`config.mk`:
```
export PLATFORM = sky130hd
export DESIGN_NAME = mac_pipe_acc
export DESIGN_NICKNAME = d
export VERILOG_FILES = /design/src/rtl/mac_pkg.sv /design/src/rtl/mac_sat_add.sv /design/src/rtl/mac_pipe_acc.sv
export SDC_FILE = /design/constraint.sdc
export NUM_CORES = 1
export LEC_CHECK = 0
export CAP_MARGIN = 5
export CORE_MARGIN = 8
export CORE_UTILIZATION = 53
export CTS_BUF_LIST = sky130_fd_sc_hd__clkbuf_4 sky130_fd_sc_hd__clkbuf_8 sky130_fd_sc_hd__clkbuf_16
export DETAILED_ROUTE_END_ITERATION = 8
export PLACE_DENSITY = 0.79
export SLEW_MARGIN = 15
export SYNTH_ARGS = -nofsm -noshare
export SYNTH_HDL_FRONTEND = slang
export SYNTH_SLANG_ARGS = --single-unit
```
`constraint.sdc`:
```
create_clock -name clk -period 4.9 [get_ports clk]
set_input_delay 0.98 -clock clk [delete_from_list [all_inputs] [get_ports clk]]
set_output_delay 0.98 -clock clk [all_outputs]
set_load 0.01 [all_outputs]
```
`src/rtl/mac_pkg.sv`:
```
// Shared definitions for the pipelined MAC: mode codes, beat-counter states, saturation limits.
// Latency: n/a (declarations only).
// Backpressure: n/a.
package mac_pkg;

    localparam logic MODE_SINGLE = 1'b0;
    localparam logic MODE_DOT    = 1'b1;

    typedef enum logic {
        IDLE  = 1'b0,
        ACCUM = 1'b1
    } fsm_state_e;

    // Largest representable value of a width-bit result; callers size-cast to their width.
    function automatic logic [63:0] sat_max(input int width, input bit sgn);
        logic [63:0] one;
        one = 64'd1;
        if (sgn) begin
            return (one << (width - 1)) - one;
        end
        return (one << width) - one;
    endfunction

    // Smallest representable value of a width-bit result; callers size-cast to their width.
    function automatic logic [63:0] sat_min(input int width, input bit sgn);
        logic [63:0] one;
        one = 64'd1;
        if (sgn) begin
            return ~((one << (width - 1)) - one);
        end
        return 64'd0;
    endfunction

endpackage

```
`src/rtl/mac_sat_add.sv`:
```
// Saturating adder: W+1 bit add of two W-bit operands, clamped back to W bits with overflow flag.
// Latency: combinational.
// Backpressure: none (pure function of inputs).
module mac_sat_add
    import mac_pkg::*;
#(
    parameter int W   = 20,
    parameter bit SGN = 1'b0
) (
    input  logic [W-1:0] a_i,
    input  logic [W-1:0] b_i,
    output logic [W-1:0] sum_o,
    output logic         ovf_o
);

    localparam logic [W-1:0] MAX_V = W'(sat_max(W, SGN));
    localparam logic [W-1:0] MIN_V = W'(sat_min(W, SGN));

    logic [W:0] a_x;
    logic [W:0] b_x;
    logic [W:0] raw;

    // Extend by one bit so the true sum is exact, then clamp if it does not fit in W bits.
    always_comb begin
        a_x   = SGN ? {a_i[W-1], a_i} : {1'b0, a_i};
        b_x   = SGN ? {b_i[W-1], b_i} : {1'b0, b_i};
        raw   = a_x + b_x;
        sum_o = raw[W-1:0];
        ovf_o = 1'b0;
        if (SGN) begin
            if (raw[W] != raw[W-1]) begin
                ovf_o = 1'b1;
                sum_o = raw[W] ? MIN_V : MAX_V;
            end
        end else if (raw[W]) begin
            ovf_o = 1'b1;
            sum_o = MAX_V;
        end
    end

endmodule

```
`src/rtl/mac_pipe_acc.sv`:
```
// Two-stage MAC: stage 1 multiplies, stage 2 adds/accumulates with saturation (single or dot-product mode).
// Latency: result valid 2 cycles after the accepting (or last dot-product) beat; 1 beat/cycle.
// Backpressure: one global stall (out_valid && !out_ready) freezes both stages and drops in_ready.
module mac_pipe_acc
    import mac_pkg::*;
#(
    parameter int DATA_WIDTH = 8,
    parameter int ACC_WIDTH  = 20,
    parameter int VEC_LEN    = 4,
    parameter int SIGNED     = 0
) (
    input  logic                  clk,
    input  logic                  reset,
    input  logic                  in_valid,
    output logic                  in_ready,
    input  logic [DATA_WIDTH-1:0] a,
    input  logic [DATA_WIDTH-1:0] b,
    input  logic [DATA_WIDTH-1:0] c,
    input  logic                  mode,
    output logic                  out_valid,
    input  logic                  out_ready,
    output logic [ACC_WIDTH-1:0]  out,
    output logic                  overflow,
    output logic                  busy
);

    localparam int PW    = 2 * DATA_WIDTH;
    localparam int CNT_W = (VEC_LEN > 1) ? $clog2(VEC_LEN) : 1;
    localparam bit SGN   = (SIGNED != 0);
    localparam logic [CNT_W-1:0] LAST_CNT = CNT_W'(VEC_LEN - 1);

    // Beat counter FSM
    fsm_state_e       state_q, state_d;
    logic [CNT_W-1:0] cnt_q, cnt_d;
    logic             beat_first, beat_last, beat_mode;

    logic stall;
    logic accept;

    // Stage 1 registers
    logic                  s1_vld_q;
    logic [PW-1:0]         s1_p_q;
    logic [DATA_WIDTH-1:0] s1_c_q;
    logic                  s1_mode_q;
    logic                  s1_first_q;
    logic                  s1_last_q;

    // Stage 2 / output registers
    logic [ACC_WIDTH-1:0] acc_q;
    logic                 ovf_acc_q;
    logic                 out_vld_q;
    logic [ACC_WIDTH-1:0] out_q;
    logic                 ovf_q;

    logic [PW-1:0]        a_x, b_x, prod;
    logic [ACC_WIDTH-1:0] c_ext, p_ext, add_a, sum;
    logic                 sum_ovf, ovf_run;

    assign stall     = out_vld_q && !out_ready;
    assign in_ready  = !reset && !stall;
    assign accept    = in_valid && in_ready;
    assign busy      = (cnt_q != '0);
    assign out_valid = out_vld_q;
    assign out       = out_q;
    assign overflow  = ovf_q;

    // Beat counter state register
    always_ff @(posedge clk) begin
        if (reset) begin
            state_q <= IDLE;
            cnt_q   <= '0;
        end else begin
            state_q <= state_d;
            cnt_q   <= cnt_d;
        end
    end

    // Classify the offered beat (first/last/mode) and advance the counter on acceptance
    always_comb begin
        state_d    = state_q;
        cnt_d      = cnt_q;
        beat_first = 1'b1;
        beat_last  = 1'b1;
        beat_mode  = mode;
        case (state_q)
            IDLE: begin
                if (mode == MODE_DOT) begin
                    beat_last = (VEC_LEN == 1);
                    if (accept && (VEC_LEN > 1)) begin
                        state_d = ACCUM;
                        cnt_d   = CNT_W'(1);
                    end
                end
            end
            ACCUM: begin
                // mode and c are ignored mid-vector
                beat_first = 1'b0;
                beat_mode  = MODE_DOT;
                beat_last  = (cnt_q == LAST_CNT);
                if (accept) begin
                    if (beat_last) begin
                        state_d = IDLE;
                        cnt_d   = '0;
                    end else begin
                        cnt_d = cnt_q + CNT_W'(1);
                    end
                end
            end
            default: begin
                state_d = IDLE;
                cnt_d   = '0;
            end
        endcase
    end

    // Full-width product: low PW bits of extended operands give the exact signed/unsigned result
    always_comb begin
        a_x  = SGN ? PW'($signed(a)) : PW'(a);
        b_x  = SGN ? PW'($signed(b)) : PW'(b);
        prod = a_x * b_x;
    end

    // Stage 1: capture product and beat tags; frozen while stalled
    always_ff @(posedge clk) begin
        if (reset) begin
            s1_vld_q   <= 1'b0;
            s1_p_q     <= '0;
            s1_c_q     <= '0;
            s1_mode_q  <= MODE_SINGLE;
            s1_first_q <= 1'b0;
            s1_last_q  <= 1'b0;
        end else if (!stall) begin
            s1_vld_q <= accept;
            if (accept) begin
                s1_p_q     <= prod;
                s1_c_q     <= c;
                s1_mode_q  <= beat_mode;
                s1_first_q <= beat_first;
                s1_last_q  <= beat_last;
            end
        end
    end

    // Stage 2 operands: first beat seeds from c, later beats continue from the (possibly clamped) accumulator
    always_comb begin
        c_ext   = SGN ? ACC_WIDTH'($signed(s1_c_q)) : ACC_WIDTH'(s1_c_q);
        p_ext   = SGN ? ACC_WIDTH'($signed(s1_p_q)) : ACC_WIDTH'(s1_p_q);
        add_a   = s1_first_q ? c_ext : acc_q;
        ovf_run = sum_ovf || (!s1_first_q && ovf_acc_q);
    end

    mac_sat_add #(
        .W   (ACC_WIDTH),
        .SGN (SGN)
    ) u_sat_add (
        .a_i   (add_a),
        .b_i   (p_ext),
        .sum_o (sum),
        .ovf_o (sum_ovf)
    );

    // Stage 2: update accumulator for dot beats, publish result on last beat; hold while stalled
    always_ff @(posedge clk) begin
        if (reset) begin
            acc_q     <= '0;
            ovf_acc_q <= 1'b0;
            out_vld_q <= 1'b0;
            out_q     <= '0;
            ovf_q     <= 1'b0;
        end else if (!stall) begin
            if (s1_vld_q && (s1_mode_q == MODE_DOT)) begin
                acc_q     <= sum;
                ovf_acc_q <= ovf_run;
            end
            out_vld_q <= s1_vld_q && s1_last_q;
            if (s1_vld_q && s1_last_q) begin
                out_q <= sum;
                ovf_q <= ovf_run;
            end
        end
    end

endmodule

```
======== Word-level counts from Yosys, hierarchy flattened ========
Cells that the tools add are included.
storage, ports and cells
  flip-flop bits (word level) ............. 74
  input bits .............................. 29
  logic and storage cells ................. 55
  output and inout port bits .............. 24
operators by class
  $mul .................................... 1
  eq/ne operators ......................... 4
  add/subtract/negate cells ............... 2
  bitwise operators ....................... 2
  reductions and logical operators ........ 16
  multiplexer cells ....................... 17
operators with widths
  kind                                                    count
  2-to-1 mux 20 bit                                       2
  adder 20 x 16 -> 21 bit                                 1
  multiplier 8 x 8 -> 16 bit                              1
  2-to-1 mux 1 bit                                        8
  2-to-1 mux 2 bit                                        4
  logical AND 1 bit                                       6
  AND reduction 2 bit                                     3
  zero test 1 bit                                         4
  inequality test 2 bit (second input constant)           2
  case mux 1 bit (2 select lines)                         2
  case mux 2 bit (2 select lines)                         1
  AND reduction 3 bit                                     1
  adder 2 x 1 -> 2 bit (second input constant)            1
  == test 2 bit (second input constant)                   1
  inequality test 2 x 1 -> 1 bit (second input constant)  1
  inverter 1 bit                                          2
  nonzero test 2 bit                                      1
  logical OR 1 bit                                        1

======== Longest topological paths before layout ========
Gate-level depths: netlist (run 1).
  depth in word-level cells ............... 8
  mapped depth ............................ 18
  depth with buffers taken out ............ 18

======== Cells and area by module ========
From an unflattened synthesis (run 1), not the netlist that was laid out.
second synthesis, totals
  cells, all modules ...................... 753
  area total of the unflattened synthesis .. 6043.3 um2
modules (own cells, without submodules)
  module        area each (um2)  instances  cells each
  mac_pipe_acc  4844.6           1          575
  mac_sat_add   1198.6           1          178

======== Least setup slack after synthesis (run 1) ========
OpenSTA, ideal clock, no wires.
  kind .................................... input-to-reg
  start ................................... input port b[7]
  end ..................................... register s1_p_q[15]
  stages on the path ...................... 17
  arrival time ............................ 4852 ps
  required time ........................... 4769 ps
  setup time .............................. 131 ps
  path slack .............................. -84 ps
  cells stage by stage .................... nand2_1 fa_1 fa_1 inv_1 fa_1 inv_1 fa_1 inv_1 ha_1 o21ai_0 a21oi_1 or4_1 a31oi_1 a21oi_1 a31oi_1 xnor2_1 o21ai_0
between the ends
  longest elaborated chain between the ends .. 1
RTL lines
  element                     line                 source
  start: declaration          mac_pipe_acc.sv:17   input logic [DATA_WIDTH-1:0] b,
  multiplier 8 x 8 -> 16 bit  mac_pipe_acc.sv:120  prod = a_x * b_x;
  end signal: assignment      mac_pipe_acc.sv:135  s1_p_q <= prod;
  end: declaration            mac_pipe_acc.sv:42   logic [PW-1:0] s1_p_q;
Every way passes these cells.
A chain may end at the register's enable or synchronous reset.

======== Final worst setup path (run 1) ========
  start ................................... input port b[1]
  end ..................................... register s1_p_q[9]
The elaborated chain is that of the path after synthesis.

==> impl_results.md, run 1 <==
* Status: completed
* Final WL at 13.76 mm
* Largest net degree at the start of global routing at 75
* Cell Area, Placed at roughly 6800 um^2
* CP startpoint kind: input port
* Ys flop type: dfxtp_1
* Hold endpoint: s1_p_q[5]$_SDFFE_PP0P_
* WHS Path Cells at 2
* Min-delay src: s1_p_q[5]$_SDFFE_PP0P_
* Initial core utilization at 53.97%
* Final Cell Area at 7083 um^2
* Tot Pwr at 2.342 mW
* Max-cap violations at 0
* Clk slew on worst S/H paths at 0.07 ns
* Final hold vios at 0
* Place WS at -0.7175 ns
* DRC Markers at 0
* Synth top area share at 25.54%
* Drt pass-1 iters at 5
* Peak VDD IR at 0.0001709 V
* Synthesized cell area at roughly 5800 um^2
* Sw frac at a little over a third
* Starting DRC count in detailed routing at between 200 and 250
* Area grow syn2layout at 22.14%
* Die W at 120.6 um
* Netlist cell types at 55
* Leakage at 3.167 nW
* Yosys warnings at 0
* Post-synth top area cell: dfxtp_1
* Avg Vias per Cell at 5.405
* Port Buf Inserts at 52
* Layout cells sized above 1 at 15.89%
* HP Class: register to register
* Post-synth top cells: dfxtp_1 (74), nand2_1 (64), nor2_1 (62)
* CTS Buffer Depth at 2
* Initial antenna violation count at 0
* First-pass GRT wire length at 23.69 mm
* Inserted Clock Buffers at 9
* DR WL/cell at 15.05 um
* Power per cell area at 330.6 nW/um^2
* Final design utilization at approximately two thirds
* Worst skew pair latency at 0.36 ns
* Count leader, synth: dfxtp_1
* Core ar. at 10750 um^2
* CP arrival at 4.96 ns
* CTS Hold Bufs at 0
* Max Slew Vio Count at 0
* Diode count at 0
* CP required at 5.12 ns
* Die area at about 15000 um^2
* Clock Tree Root: clkbuf_8
* Placed insts at 891
* Cell Rows at 38
* Reg2Reg Depth at 12
* CP Capture Type: register
* Asr flop ratio synth at 0%
* Die height at 120.6 um
* Final setup viols at 0
* Syn nets at 801
* Clock power frac at 22.3%
* I/O Pins at 53
* Post-DP HPWL at 10.61 mm
* Final worst slack at 0.1570 ns
* Clock sink count at 74
* Syn_area_per_cell at 8.516 um^2
* Clock H-tree levels at 3
* Ranking of synthesized cells by area: dfxtp_1 (26%), fa_1 (13%), ha_1 (12%), and2_1 (5.6%), nand2_1 (4.1%)
* Pint at 1.507 mW
* CTS tree: built
* Grt total ovfl at 0
* Vias in the first global route at 5195
* Routability cong. at 0.8967
* Post-synth EDFFs at 0
* Final Skew at 0.01159 ns
* Synthesized instance count at 681
* Switch Pwr at 834.6 uW
* Period utilisation layout at 96.79%
* Crit path kind: input port to register
* FILL cells at 916
* GR Util All Layers at roughly a fifth
* Nets at 889
* Post-synthesis sequential area ratio at between 20% and 30%
* FMAX at 0.2108 GHz
* Fin crit period at 4.743 ns
* Register-to-register setup slack at roughly 0.76 ns
* Seq pwr share at 29.8%
* Combinational power share at 48.0%
* Post-route ant nets at 0
* Fin cells at a little over 900
* Worst r2r src: s1_first_q$_SDFFE_PP0P_
* Vias post-DR at approximately 4900
* CP max FO at 4
* Crit Reg-Reg Endpoint: out[14]$_SDFFE_PP0P_
* Yosys reg bits at 74
* Slew margin rel. at 28.92%
* Worst Max-Slew Pin Slew at ~1.1 ns
registers in the layout (all words and copies together) (netlist names):
register    flops
ovf_acc_q       1
s1_last_q       1
s1_vld_q        1
s1_mode_q       1
acc_q          20
s1_c_q          8
out            20
s1_p_q         16
cnt_q           2
s1_first_q      1
state_q         1
out_valid       1
overflow        1
layer usage:
metal / track usage (%) / routed length (um) / up-vias
met1: 23.59 / 6026 / 2309
met2: 33.83 / 6836 / 123
met3: 3.730 / 568 / 30
met5: 0 / 0 / -
li1: - / - / 2478
met4: 7.494 / 326 / 0
how the worst max path moves through the flow:
stage               from                       to  cells after the start
floorplan           a[2]  s1_p_q[15]$_SDFFE_PP0P_                     17
global placement    a[2]  s1_p_q[15]$_SDFFE_PP0P_                     18
detailed placement  a[2]  s1_p_q[14]$_SDFFE_PP0P_                     18
CTS                 a[0]  s1_p_q[15]$_SDFFE_PP0P_                     18
global route        b[1]   s1_p_q[9]$_SDFFE_PP0P_                     21
finish              b[1]   s1_p_q[9]$_SDFFE_PP0P_                     21
critical path, cell delays in order:
cell and delay, ns:
clkdlybuf4s50_1 0.43, buf_4 0.16, buf_4 0.13, and2_1 0.16
fa_1 0.47, ha_1 0.29, inv_1 0.05, fa_1 0.52
fa_1 0.47, nand2b_1 0.22, a21oi_2 0.18, buf_4 0.13
buf_4 0.09, buf_4 0.09, buf_4 0.09, buf_4 0.09
buf_4 0.10, o21ai_2 0.04, nand2b_1 0.07, xnor2_1 0.11
o21ai_0 0.08
metrics by stage:
stage | hold WS, ns | TNS (ns)
6_report | 0.4699 | 0
5_1_grt | 0.4968 | -0.04542
3_3_place_gp | 0.4577 | -2.962
4_1_cts | 0.4725 | 0
3_5_place_dp | 0.4644 | -3.739
2_1_floorplan | 0.4338 | 0
cell families (layout without fill, tap and decap cells):
group / count (synthesis) / in the layout / synth area share [%]
buffers and inverters: 90 / 183 / 5.976
XOR/XNOR: 23 / 23 / 3.474
multiplexers: 11 / 11 / 2.050
AND/OR/NAND/NOR: 258 / 258 / 22.78
adder cells (fa/ha/maj): 91 / 91 / 24.42
AO/OA/AOI/OAI: 134 / 134 / 15.75
flip-flops: 74 / 74 / 25.54
placed cells by master, fill, tap and decap left out, drive strengths merged, types with 4 or more instances in the layout:
| master | synthesis | final |
|---|---|---|
| clkbuf | 24 | 11 |
| a31oi | 4 | 4 |
| clkdlybuf4s50 | 0 | 37 |
| nand2b | 9 | 9 |
| a211oi | 24 | 24 |
| buf | 5 | 61 |
| mux2 | 7 | 7 |
| ha | 54 | 54 |
| clkinv | 0 | 4 |
| xor2 | 7 | 7 |
| dfxtp | 74 | 74 |
| and2 | 52 | 52 |
| a311oi | 7 | 7 |
| mux2i | 4 | 4 |
| o21bai | 5 | 5 |
| nor2 | 62 | 62 |
| nand2 | 64 | 64 |
| xnor2 | 16 | 16 |
| inv | 61 | 61 |
| nand3 | 7 | 7 |
| o21a | 5 | 5 |
| nor2b | 17 | 17 |
| nand3b | 21 | 21 |
| o21ai | 28 | 28 |
| a21o | 10 | 10 |
| nor3 | 14 | 14 |
| a21oi | 32 | 32 |
| o31ai | 4 | 4 |
| fa | 37 | 37 |
power by group through the flow:
| stage | sequential, mW | clock (mW) | combinational, mW |
|---|---|---|---|
| floorplan | 0.696 | 0 | 0.695 |
| global placement | 0.708 | 0 | 0.991 |
| detailed placement | 0.710 | 0 | 1.03 |
| CTS | 0.697 | 0.532 | 1.06 |
| global route | 0.705 | 0.553 | 1.27 |
| finish | 0.697 | 0.522 | 1.12 |
final cells by class:
cell class	count	area [um^2]	share of cell area [%]
inverters	61	229.0	3.233
flip-flops and latches	74	1481	20.92
repair buffers	106	894.6	12.63
well taps	140	175.2	2.473
multi-input cells	517	4080	57.60
clock inverters	6	91.34	1.290
clock buffers	10	131.4	1.855
repair_timing:
action	in CTS	in global routing
gates cloned	0	0
pin swaps	18	17
setup buffers	7	0
resized for setup	42	22
setup endpoints to repair	5	5
(Power assumes the default switching activity.)
==> inputs of run 2 (changes only) <==
--- a/config.mk
+++ b/config.mk
@@ -6,12 +6,13 @@
 export NUM_CORES = 1
 export LEC_CHECK = 0
 export CAP_MARGIN = 5
+export CORE_ASPECT_RATIO = 1.1
 export CORE_MARGIN = 8
 export CORE_UTILIZATION = 53
 export CTS_BUF_LIST = sky130_fd_sc_hd__clkbuf_4 sky130_fd_sc_hd__clkbuf_8 sky130_fd_sc_hd__clkbuf_16
 export DETAILED_ROUTE_END_ITERATION = 8
 export PLACE_DENSITY = 0.79
-export SLEW_MARGIN = 15
+export SETUP_SLACK_MARGIN = 0.15
 export SYNTH_ARGS = -nofsm -noshare
 export SYNTH_HDL_FRONTEND = slang
 export SYNTH_SLANG_ARGS = --single-unit
==> impl_results.md, run 2 (synthesized netlist as in run 1, its figures left out) <==
* Status: completed
* Post-route ant nets at 0 (unchanged)
* Final Skew at 0.006293 ns (-0.005301 ns)
* Combinational power share at 43.6% (-4.4 points)
* Vias post-DR at 4992 (+1.1%)
* Initial antenna violation count at 0 (unchanged)
* Slew margin rel. at 33.24% (+4.3 points)
* Port Buf Inserts at 52 (unchanged)
* Final Cell Area at 7093 um^2 (+0.14%)
* Area grow syn2layout at 22.31%
* Tot Pwr at 2.511 mW (+7.2%)
* Leakage at 3.175 nW (+0.23%)
* Clock H-tree levels at 3 (unchanged)
* Die height at 125.7 um (+4.2%)
* Switch Pwr at 833.3 uW (-0.16%)
* CTS tree: built
* Avg Vias per Cell at 5.468 (+1.2%)
* Crit path kind: input port to register
* Sw frac at 33.19% (-2.5 points)
* Max-cap violations at 0 (unchanged)
* First-pass GRT wire length at 22.69 mm (-4.2%)
* Final worst slack at 0.2766 ns (+0.1195 ns)
* Cell repeated most along the worst path: fa_1
* I/O Pins at 53 (unchanged)
* CTS Hold Bufs at 0 (unchanged)
* Nets at 881 (-0.90%)
* Layout cells sized above 1 at 15.54% (-0.36 points)
* FMAX at 0.2163 GHz (+2.6%)
* DRC Markers at 0 (unchanged)
* Power per cell area at 354.0 nW/um^2 (+7.1%)
* Worst-path cell chain: clkdlybuf4s15_2 > and2_1 > fa_1 > fa_1 > fa_1 > inv_1 > fa_1 > inv_1 > ha_2 > or4_4 > a31oi_4 > a21oi_2 > buf_4 > xnor2_1 > o21ai_0
* CP arrival at 4.80 ns (-0.16 ns)
* Unrepaired setup endpoints after global routing: true
* CP max FO at 4 (unchanged)
* Starting DRC count in detailed routing at 266 (+15%)
* CP Capture Type: register
* Routability cong. at 0.9519 (+6.2%)
* Reg area at 1481 um^2 (unchanged)
* Die W at 115.7 um (-4.0%)
* GR Util All Layers at 19.01% (-0.57 points)
* Clock Tree Root: clkbuf_16
* Inserted Clock Buffers at 9 (unchanged)
* Seq pwr share at 27.6% (-2.2 points)
* Final WL at 13.69 mm (-0.52%)
* WP buf/inv at 4 (-6)
* Worst skew pair latency at 0.33 ns (-0.03 ns)
* Commonest non-fill, non-tap cell in the layout: dfxtp_1
* Drt pass-1 iters at 5 (unchanged)
* HP Class: register to register
* Final hold vios at 0 (unchanged)
* Fin crit period at 4.623 ns (-0.1195 ns)
* Max Slew Vio Count at 0 (unchanged)
* Cell Area, Placed at 6749 um^2 (about the same)
* CP required at 5.08 ns (-0.04 ns)
* Largest net degree at the start of global routing at 75 (unchanged)
* Top Family by Delay on Critical Path: adder cells
* Clock power frac at 28.8% (+6.5 points)
* Die area at 14550 um^2 (about the same)
* Final setup viols at 0 (unchanged)
* Core ar. at 10810 um^2 (+0.61%)
* Place WS at -0.6630 ns (+0.05445 ns)
* Peak VDD IR at 0.0001819 V (+6.4%)
* Clk slew on worst S/H paths at 0.06 ns (about the same)
* CP startpoint kind: input port
* Period utilisation layout at 94.36% (-2.4 points)
* Slowest-stage cell, CP: or4_4
* Cell Rows at 40 (+5.3%)
* CTS Buffer Depth at 2 (unchanged)
* Diode count at 0 (unchanged)
* Clock sink count at 74 (unchanged)
* Most frequent cells in the layout: dfxtp_1 (74), nor2_1 (62), nand2_1 (60), inv_1 (60), ha_1 (51)
* FILL cells at 932 (+1.7%)
* Vias in the first global route at 5125 (-1.3%)
* DR WL/cell at 14.99 um (-0.41%)
* Pint at 1.678 mW (+11%)
* Initial core utilization at 53.65% (-0.32 points)
* Post-DP HPWL at 10.69 mm (+0.82%)
* Worst Max-Slew Pin Slew at 0.9990 ns (-0.06575 ns)
* Area of the multi-input gates at 4061 um^2 (-0.46%)
* Worst stage delay on the critical path at 0.55 ns (+0.03 ns)
* Grt total ovfl at 0 (unchanged)
run 2: cell count changes in the layout (fill, tap and decap cells not counted), sizes merged:
cell           change
buf                -4
clkbuf             +3
clkdlybuf4s15      -2
clkinv             -2
clkdlybuf4s50      -1
dlygate4sd2        -1
dlymetal6s2s       -1
run 2: repair_timing:
item | in CTS | in global routing
setup buffers | 2 | 0
endpoints found under the setup margin | 5 | 5
pin swaps | 15 | 11
gates resized for setup | 59 | 11
run 2: final cells by class:
class | count | area share [%]
well taps | 147 | 2.593
multi-input cells | 517 | 57.26
clock buffers | 12 | 3.669
flip-flops and latches | 74 | 20.89
inverters | 61 | 3.228
clock inverters | 4 | 1.041
repair buffers | 98 | 11.32
run 2: final timing paths:
path | start | endpoint | slack [ns] | cells past startpoint
hold reg to reg | acc_q[2]$_SDFFE_PP0P_ | acc_q[2]$_SDFFE_PP0P_ | 0.47 | 2
setup reg to reg | s1_first_q$_SDFFE_PP0P_ | out[11]$_SDFFE_PP0P_ | 0.98 | 10
hold / removal | acc_q[2]$_SDFFE_PP0P_ | acc_q[2]$_SDFFE_PP0P_ | 0.47 | 2
setup / recovery | b[7] | s1_p_q[13]$_SDFFE_PP0P_ | 0.28 | 15
run 2: metal layers:
metal	vias up	share of wire (%)	wire length, um	track usage [%]
li1	2471	-	-	-
met1	2383	42	5731	21.56
met2	113	52	7061	34.28
met3	25	4.1	563	2.964
met4	0	2.4	330	7.869
met5	-	0	0	0
run 2: tightest hold or removal path, stage by stage (launching register included):
cell and delay [ns]:
dfxtp_1 0.31, nand2_1 0.06, a21oi_1 0.06
run 2: per-stage QoR:
step | cells | hold slack, ns | setup TNS [ns] | utilization [%]
2_1_floorplan | 681 | 0.4338 | 0 | -
3_3_place_gp | 895 | 0.4439 | -2.527 | 62.43
3_5_place_dp | 895 | 0.4625 | -3.044 | 62.43
4_1_cts | 913 | 0.4705 | 0 | 65.66
5_1_grt | 913 | 0.4844 | 0 | 65.61
6_report | 913 | 0.4731 | 0 | 65.61
run 2: power groups by stage:
stage               Combinational, mW  Clock, mW  Sequential [mW]
floorplan                       0.699          0            0.696
global placement                 1.00          0            0.703
detailed placement               1.03          0            0.705
CTS                              1.08      0.728            0.694
global route                     1.23      0.761            0.700
finish                           1.09      0.722            0.694
==> inputs of run 3 (changes only) <==
--- a/config.mk
+++ b/config.mk
@@ -8,10 +8,10 @@
 export CAP_MARGIN = 5
 export CORE_ASPECT_RATIO = 1.1
 export CORE_MARGIN = 8
-export CORE_UTILIZATION = 53
+export CORE_UTILIZATION = 50
 export CTS_BUF_LIST = sky130_fd_sc_hd__clkbuf_4 sky130_fd_sc_hd__clkbuf_8 sky130_fd_sc_hd__clkbuf_16
 export DETAILED_ROUTE_END_ITERATION = 8
-export PLACE_DENSITY = 0.79
+export PLACE_DENSITY = 0.76
 export SETUP_SLACK_MARGIN = 0.15
 export SYNTH_ARGS = -nofsm -noshare
 export SYNTH_HDL_FRONTEND = slang
==> impl_results.md, run 3 (synthesized netlist as in run 1, its figures left out) <==
* Die area at 15300 um^2 (+5.2%)
* CP required at 5.08 ns (about the same)
* Seq pwr share at 27.4% (-0.2 points)
* Vias post-DR at 4876 (-2.3%)
* Port Buf Inserts at 52 (unchanged)
* Max-cap violations at 0 (unchanged)
* Sw frac at 32.87% (-0.32 points)
* Unrepaired setup endpoints after global routing: true
* Worst skew pair latency at 0.33 ns (about the same)
* DR WL/cell at 14.59 um (-2.7%)
* Clock power frac at 28.4% (-0.4 points)
* Leakage at 3.224 nW (+1.5%)
* I/O Pins at 53 (unchanged)
* Slew margin rel. at 28.92% (-4.3 points)
* Core ar. at 11390 um^2 (+5.3%)
* CTS Buffer Depth at 2 (unchanged)
* Max Slew Vio Count at 0 (unchanged)
* Post-route ant nets at 0 (unchanged)
* Place WS at -0.6822 ns (-0.01916 ns)
* CP startpoint kind: input port
* Crit path kind: input port to register
* Clock Tree Root: clkbuf_16
* Inserted Clock Buffers at 9 (unchanged)
* FMAX at 0.2137 GHz (-1.2%)
* Tot Pwr at 2.521 mW (+0.42%)
* Diode count at 0 (unchanged)
* Largest net degree at the start of global routing at 75 (unchanged)
* Initial core utilization at 50.92% (-2.7 points)
* Fin crit period at 4.679 ns (+0.05607 ns)
* CP max FO at 6 (+2)
* Period utilisation layout at 95.50% (+1.1 points)
* Drt pass-1 iters at 4 (-1)
* Area grow syn2layout at 23.91%
* Vias in the first global route at 4917 (-4.1%)
* Final setup viols at 0 (unchanged)
* Fin cells at 918 (+0.55%)
* First-pass GRT wire length at 22.56 mm (-0.58%)
* Layout cells sized above 1 at 17.06% (+1.5 points)
* Die W at 118.7 um (+2.5%)
* Worst Max-Slew Pin Slew at 1.064 ns (+0.06463 ns)
* Post-DP HPWL at 10.55 mm (-1.3%)
* Cell Rows at 41 (+2.5%)
* CP arrival at 4.86 ns (+0.06 ns)
* Initial antenna violation count at 0 (unchanged)
* Power per cell area at 350.9 nW/um^2 (-0.87%)
* Switch Pwr at 828.8 uW (-0.53%)
* GR Util All Layers at 17.59% (-1.4 points)
* HP Class: register to register
* Combinational power share at 44.2% (+0.6 points)
* Commonest non-fill, non-tap cell in the layout: dfxtp_1
* Final worst slack at 0.2205 ns (-0.05607 ns)
* Clock H-tree levels at 3 (unchanged)
* Final design utilization at 63.10% (-2.5 points)
* Minimum hold slack at 0.4752 ns (+0.002099 ns)
* Final hold vios at 0 (unchanged)
* Routability cong. at 0.9223 (-3.1%)
* Final WL at 13.39 mm (-2.2%)
* Clk slew on worst S/H paths at 0.06 ns (about the same)
* CTS tree: built
* Avg Vias per Cell at 5.312 (-2.9%)
* Placed insts at 900 (+0.56%)
* Post-route setup TNS at 0 ns (unchanged)
* Starting DRC count in detailed routing at 254 (-4.5%)
* Status: completed
* Final Skew at 0.006765 ns (+0.0004717 ns)
* Grt total ovfl at 0 (unchanged)
* Clock sink count at 74 (unchanged)
* DRC Markers at 0 (unchanged)
* Final Cell Area at 7186 um^2 (+1.3%)
* Most frequent cells in the layout: dfxtp_1 (74), nor2_1 (62), nand2_1 (60)
* Nets at 883 (+0.23%)
* Cell Area, Placed at 6768 um^2 (+0.28%)
* Peak VDD IR at 0.0001819 V (about the same)
* Die height at 129.0 um (+2.6%)
* CP Capture Type: register
* Pint at 1.693 mW (+0.90%)
-- run 3: worst paths after layout --
path / startpoint / to / slack, ns / cells after the start
worst min register to register: acc_q[2]$_SDFFE_PP0P_ / acc_q[2]$_SDFFE_PP0P_ / 0.48 / 2
worst max register to register: s1_first_q$_SDFFE_PP0P_ / acc_q[19]$_SDFFE_PP0P_ / 1.65 / 10
worst min-delay path: acc_q[2]$_SDFFE_PP0P_ / acc_q[2]$_SDFFE_PP0P_ / 0.48 / 2
worst max-delay path: a[3] / s1_p_q[15]$_SDFFE_PP0P_ / 0.22 / 17
-- run 3: final cells by class --
class,instances,area (um^2)
tap,150,187.7
multi-input combinational,517,4094
sequential,74,1481
clock inverter,4,73.82
fill,993,4203
timing repair buffer,100,859.6
clock buffer,12,260.3
inverter,61,229.0
-- run 3: metal layers --
metal,wire [um],part of all wire (%),up-vias,track usage [%]
met1,5894,44,2270,19.97
met3,612,4.6,17,3.811
met2,6697,50,116,31.94
met5,0,0,-,0
li1,-,-,2473,-
met4,185,1.4,0,6.180
-- run 3: power by group through the flow --
stage          Clock (mW)  Sequential, mW  Combinational (mW)
6_report            0.716           0.691                1.11
5_1_grt             0.752           0.698                1.26
4_1_cts             0.726           0.691                1.10
3_5_place_dp            0           0.703                1.03
3_3_place_gp            0           0.702                1.00
2_1_floorplan           0           0.696               0.699
-- run 3: critical path, stage by stage --
cell	delay [ns]
buf_2	0.14
and2_4	0.15
fa_2	0.36
fa_1	0.53
inv_2	0.04
fa_1	0.47
fa_1	0.53
inv_2	0.05
ha_4	0.24
o21ai_2	0.13
a21oi_2	0.06
or4_4	0.55
a31oi_4	0.20
a21oi_2	0.08
a31oi_1	0.17
xnor2_1	0.14
o21ai_1	0.06
-- run 3: what timing repair did --
item	4_1_cts	5_1_grt
setup buffers	0	2
gates cloned	0	0
pin swaps	17	31
endpoints found under the setup margin	6	4
hold buffers	0	0
gates resized for setup	62	33
